## config.mk

```make
export PLATFORM = sky130hd
export DESIGN_NAME = mem_port_arbiter
export DESIGN_NICKNAME = d
export VERILOG_FILES = /design/src/rtl/mem_port_arbiter.sv
export SDC_FILE = /design/constraint.sdc
export NUM_CORES = 1
export LEC_CHECK = 0
export CELL_PAD_IN_SITES_DETAIL_PLACEMENT = 1
export CELL_PAD_IN_SITES_GLOBAL_PLACEMENT = 1
export CORE_ASPECT_RATIO = 0.5
export CORE_MARGIN = 2
export CORE_UTILIZATION = 32
export DETAILED_ROUTE_END_ITERATION = 10
export PLACE_DENSITY = 0.83
export SYNTH_ARGS = -nofsm -noshare
export SYNTH_HDL_FRONTEND = slang
export SYNTH_SLANG_ARGS = --single-unit
```

## constraint.sdc

```tcl
create_clock -name clk -period 5.35 [get_ports clk]
set_clock_uncertainty 0.1 [all_clocks]
set_input_delay 0.535 -clock clk [delete_from_list [all_inputs] [get_ports clk]]
set_output_delay 0.535 -clock clk [all_outputs]
set_load 0.02 [all_outputs]
```

## src/rtl/mem_port_arbiter.sv

```systemverilog
// mem_port_arbiter
//   Shares one single-port SRAM between an instruction-fetch port (read only)
//   and a data port (read/write). One access runs at a time:
//     IDLE   -> pick a requester, latch its address, write data and direction
//     ACCESS -> drive the SRAM for WAIT_CYCLES cycles; on the last cycle a read
//               captures sram_rdata into the granted port's rdata register
//     DONE   -> one-cycle ready pulse to the granted port, then back to IDLE
//   mem_rd and mem_wr together are treated as a write.
//
// Configuration macro:
//   ARB_ROUND_ROBIN_EN - when defined, contested requests go to the port that was
//                        not served by the previous access (data wins first after
//                        reset). When undefined, data always beats fetch.
//
// Ports:
//   clk, rst             rising-edge clock, synchronous active-high reset
//   if_req, if_addr      fetch request and address
//   if_rdata, if_ready   registered fetched word, one-cycle completion pulse
//   mem_rd, mem_wr       data read / write requests
//   mem_addr, mem_wdata  data address and write data
//   mem_rdata, mem_ready registered read word, one-cycle completion pulse
//   sram_*               shared single-port SRAM (addr, wdata, we, oe, rdata)
//   busy                 high whenever an access is in progress (not IDLE)
module mem_port_arbiter #(
    parameter int WAIT_CYCLES = 3  // SRAM access duration, legal range 1..15
) (
    input  logic        clk,
    input  logic        rst,
    input  logic        if_req,
    input  logic [31:0] if_addr,
    output logic [31:0] if_rdata,
    output logic        if_ready,
    input  logic        mem_rd,
    input  logic        mem_wr,
    input  logic [31:0] mem_addr,
    input  logic [31:0] mem_wdata,
    output logic [31:0] mem_rdata,
    output logic        mem_ready,
    output logic [31:0] sram_addr,
    output logic [31:0] sram_wdata,
    output logic        sram_we,
    output logic        sram_oe,
    input  logic [31:0] sram_rdata,
    output logic        busy
);

    typedef enum logic [1:0] {
        ST_IDLE,
        ST_ACCESS,
        ST_DONE
    } state_t;

    localparam logic [3:0] LP_CNT_LOAD = 4'(WAIT_CYCLES - 1);

    state_t      r_state;
    state_t      w_next_state;
    logic [3:0]  r_cnt;          // remaining ACCESS cycles after the current one
    logic        r_grant_mem;    // 1: data port owns the access, 0: fetch port
    logic        r_is_write;
    logic [31:0] r_addr;
    logic [31:0] r_wdata;
    logic [31:0] r_if_rdata;
    logic [31:0] r_mem_rdata;

    logic        w_mem_req;
    logic        w_any_req;
    logic        w_grant_mem;
    logic        w_start;
    logic        w_last_access;

    assign w_mem_req     = mem_rd | mem_wr;
    assign w_any_req     = if_req | w_mem_req;
    assign w_start       = (r_state == ST_IDLE) && w_any_req;
    assign w_last_access = (r_state == ST_ACCESS) && (r_cnt == 4'd0);

`ifdef ARB_ROUND_ROBIN_EN
    logic r_last_mem;  // port served by the previous access; reset = fetch

    // Uncontested requests win outright; a contested one goes to the port
    // that did not get the previous access.
    assign w_grant_mem = w_mem_req && (!if_req || !r_last_mem);

    always_ff @(posedge clk) begin
        if (rst) begin
            r_last_mem <= 1'b0;
        end else if (w_start) begin
            r_last_mem <= w_grant_mem;
        end
    end
`else
    assign w_grant_mem = w_mem_req;
`endif

    // State register
    // NOTE: clocked state uses non-blocking assignments so every flop samples
    // pre-edge values regardless of process evaluation order.
    always_ff @(posedge clk) begin
        if (rst) begin
            r_state <= ST_IDLE;
        end else begin
            r_state <= w_next_state;
        end
    end

    // Next-state logic
    // NOTE: every combinational output gets a default before the case so no
    // path leaves it unassigned, which would otherwise infer a latch.
    always_comb begin
        w_next_state = r_state;
        case (r_state)
            ST_IDLE:   if (w_any_req) w_next_state = ST_ACCESS;
            ST_ACCESS: if (r_cnt == 4'd0) w_next_state = ST_DONE;
            ST_DONE:   w_next_state = ST_IDLE;
            default:   w_next_state = ST_IDLE;
        endcase
    end

    // Output logic
    always_comb begin
        sram_oe   = 1'b0;
        sram_we   = 1'b0;
        if_ready  = 1'b0;
        mem_ready = 1'b0;
        busy      = (r_state != ST_IDLE);
        case (r_state)
            ST_ACCESS: begin
                sram_oe = !r_is_write;
                sram_we = r_is_write;
            end
            ST_DONE: begin
                mem_ready = r_grant_mem;
                if_ready  = !r_grant_mem;
            end
            default: ;
        endcase
    end

    // Access datapath: operands are latched at grant so requester inputs may
    // change or drop during ACCESS without disturbing the SRAM cycle.
    // NOTE: the latched operands and read-data registers are explicitly cleared
    // on reset so the SRAM bus and rdata outputs come up at a known 0.
    always_ff @(posedge clk) begin
        if (rst) begin
            r_cnt       <= 4'd0;
            r_grant_mem <= 1'b0;
            r_is_write  <= 1'b0;
            r_addr      <= 32'd0;
            r_wdata     <= 32'd0;
            r_if_rdata  <= 32'd0;
            r_mem_rdata <= 32'd0;
        end else begin
            if (w_start) begin
                r_cnt       <= LP_CNT_LOAD;
                r_grant_mem <= w_grant_mem;
                r_is_write  <= w_grant_mem & mem_wr;
                r_addr      <= w_grant_mem ? mem_addr : if_addr;
                r_wdata     <= mem_wdata;
            end else if ((r_state == ST_ACCESS) && (r_cnt != 4'd0)) begin
                r_cnt <= r_cnt - 4'd1;
            end

            if (w_last_access && !r_is_write) begin
                if (r_grant_mem) begin
                    r_mem_rdata <= sram_rdata;
                end else begin
                    r_if_rdata <= sram_rdata;
                end
            end
        end
    end

    assign sram_addr  = r_addr;
    assign sram_wdata = r_wdata;
    assign if_rdata   = r_if_rdata;
    assign mem_rdata  = r_mem_rdata;

endmodule

```

==> results.yml <==
status:
  status: "complete, no violations"
setup_path:
  critical_path_class: "flip-flop to output pin"
  required_ns: 4.72
  path_delay_family: "buffers and inverters"
  worstPathMaxFanout: 36
  critPathArrivalTime_ns: 2.37
  worstSetupEndpointType: "output pin"
  max_stage_delay_ns: 0.78
  startpoint_type: "flip-flop"
  path_buf_inv: 2
  startpoint: "r_state[1]"
  crit_path_top_delay_cell: "clkdlybuf4s50_1"
  path_cells: "nor2_4 -> clkinv_1 -> clkdlybuf4s50_1"
  r2r-start: "r_state[1]"
synth:
  ys_seq_area_frac: 0.477
  syn_area_per_cell_um2: 9.19
  synthTopCellsByArea: "dfxtp_1 48%, mux2i_1 11%, nand2b_1 11%"
  yosysWarnings: 0
  ys_types: 35
  yosysTopAreaCellShare: 0.477
  ys_ff_latch: 136
  syn_nets: 755
  netlist_instances: 621
  syn_area_um2: 5710
  yosys.area.top_type: "dfxtp_1"
drt:
  drt_pre_antenna_iters: 4
  met3_length_um: 898
  drt-wirelength-per-cell_um: 18.3
  route.met2.wl_um: 10400
  drc: 0
  dr.first_iter.drc_count: 216
  num_vias: 5643
  via_per_inst: 5.12
  ant_nets: 0
  dr.max_layer_used: "met4"
  wirelength_um: 20200
  wl_met1_um: 8050
clocking:
  clock_path_buffers: 2
  cts_tree: "done"
  cts_root_buf: "clkbuf_16"
  ctsHoldBuffers: 0
  cts.htree.levels: 4
  cts_inserted_buffers: 17
  postCtsSetupBuffers: 0
  clkTransAtPathRegs_ns: 0.06
  cts_resized: 0
  cts_sinks: 136
  clk_latency_ns: 0.41
min_path:
  hold_start: "if_rdata[6]"
  min_path_type: "flip-flop to flip-flop"
pwr:
  power.internal_w: 0.00214
  finalPower_w: 0.00304
  pwr-share-comb: 0.237
  switching_share: 0.296
  power_density_nw_per_um2: 336
  p_switching_w: 0.000901
  p_leak_nw: 3.37
  vdd_drop_max_v: 0.000232
  p_clk_frac: 0.382
  pwr-share-seq: 0.382
sta:
  max-slew-margin-rel: 0.365
  setup_tns_ns: 0
  timing.final.crit_share: 0.561
  post-route-min-period_ns: 3.00
  tightest_slew_ns: 0.952
  fmaxAchievable_ghz: 0.333
  rsz0062_at_grt: "false"
  setup_violations: 0
  hold_violations: 0
  slew_viol_final: 0
final_layout:
  syn2layout_area_growth_pct: 58.6
  finalNonFillerCells: 1103
  layout-drive-gt1-share: 0.0575
  num_antenna_cells: 0
  nets: 990
global_route:
  antenna_found_initial: 0
  grt_overflow: 0
  grt_pass1_wl_um: 31700
  grt_pass1_vias: 5996
  grt_max_degree: 104
  track_usage: 0.214
place:
  io_buffer_count: 265
  dp_hpwl_um: 14000
  gp_congestion: 0.829
  dp_cells: 1071
floorplanning:
  core_um2: 17400
  io_pins: 266
  die_h_um: 98.4
  die_w_um: 193
  core.rowCount: 34
  start_util: 0.328
  dieArea_um2: 19000
job:
  drv_cap: 0
-- cell usage after synthesis --
library cell,count
nand2b_1,97
and3b_1,1
a311oi_1,32
o21ai_0,69
mux2i_1,64
or3b_4,1
a22oi_1,1
clkinv_1,1
a221oi_1,1
dfxtp_1,136
nand4b_2,1
buf_4,2
nand4b_1,1
ha_1,1
clkbuf_1,39
nor2_1,5
inv_1,4
or3_1,1
nor3_1,2
and3_1,1
nor4_1,1
and2_1,1
nand2_1,33
nor3b_1,2
nor2b_1,1
buf_1,3
a31oi_1,1
nor2_2,1
nor3_2,1
buf_2,12
a21oi_1,66
a211oi_1,2
nand3_1,33
buf_6,3
nor4_4,1
-- path summary, 6_finish.rpt --
path,endpoint,slack (ns),depth (start not counted)
setup reg to reg,sram_addr[24],2.57,5
hold / removal,if_rdata[6],0.37,2
hold reg to reg,if_rdata[6],0.37,2
setup / recovery,busy,2.35,3
-- layer usage --
| metal | GRT usage | vias to the layer above |
|---|---|---|
| li1 | - | 2654 |
| met1 | 0.235 | 2768 |
| met2 | 0.388 | 166 |
| met3 | 0.0434 | 55 |
| met4 | 0.115 | 0 |
| met5 | 0 | - |
-- layout make-up --
| type | count | area [um2] |
|---|---|---|
| clock buffer | 18 | 429 |
| clock inverter | 14 | 148 |
| fill | 1963 | 8350 |
| inverter | 5 | 18.8 |
| multi-input combinational | 421 | 2720 |
| sequential | 136 | 2720 |
| tap | 234 | 293 |
| timing repair buffer | 275 | 2730 |
-- worst reg2reg max path: stages (launching register included) --
cell      delay, ns
dfxtp_1        0.36
nor2_4         0.12
clkinv_1       0.69
nor2_2         0.80
buf_4          0.38
a311oi_1       0.15
-- through the flow --
stage | hold WS (ns) | utilization | area, um2 | worst slack (ns)
after global routing | 0.394 | 0.520 | 9050 | 2.15
after global placement | 0.358 | 0.487 | 8480 | 2.48
after detailed placement | 0.368 | 0.487 | 8480 | 2.37
after CTS | 0.376 | 0.520 | 9050 | 2.32
after floorplan | 0.371 | - | 5710 | 3.52
final | 0.374 | 0.520 | 9050 | 2.35
-- registers in the layout (all words and copies together), names as in the netlist --
signal,count
if_rdata,32
mem_rdata,32
r_cnt,4
r_grant_mem,1
r_is_write,1
r_state,2
sram_addr,32
sram_wdata,32
-- cells by family after synthesis --
group / Yosys count / synth area share
AOI/OAI and AO/OA: 172 / 0.174
adders and majority gates: 1 / 0.00219
buffers and inverters: 64 / 0.0500
DFF: 136 / 0.477
muxes: 64 / 0.112
and+or+nand+nor: 184 / 0.184
-- power by group through the flow --
stage               combinational, W  sequential (W)  clock, W
floorplan                   0.000265         0.00128         0
global placement            0.000700         0.00118         0
detailed placement          0.000719         0.00118         0
CTS                         0.000724         0.00116   0.00118
global route                0.000768         0.00117   0.00123
finish                      0.000719         0.00116   0.00116
-- cell usage in the layout (no fill, tap or decap), drive strengths merged, types with 2 or more instances in the layout --
master / count
nor2: 6
nor3b: 2
nand3: 33
clkinv: 4
a311oi: 32
o21ai: 69
clkinvlp: 5
a211oi: 2
nor4: 2
buf: 11
nor3: 3
inv: 8
mux2i: 64
a21oi: 66
nand2: 33
clkbuf: 18
clkdlybuf4s50: 264
nand4b: 2
bufinv: 2
nand2b: 97
dfxtp: 136
Power figures use the tool's default switching activity.
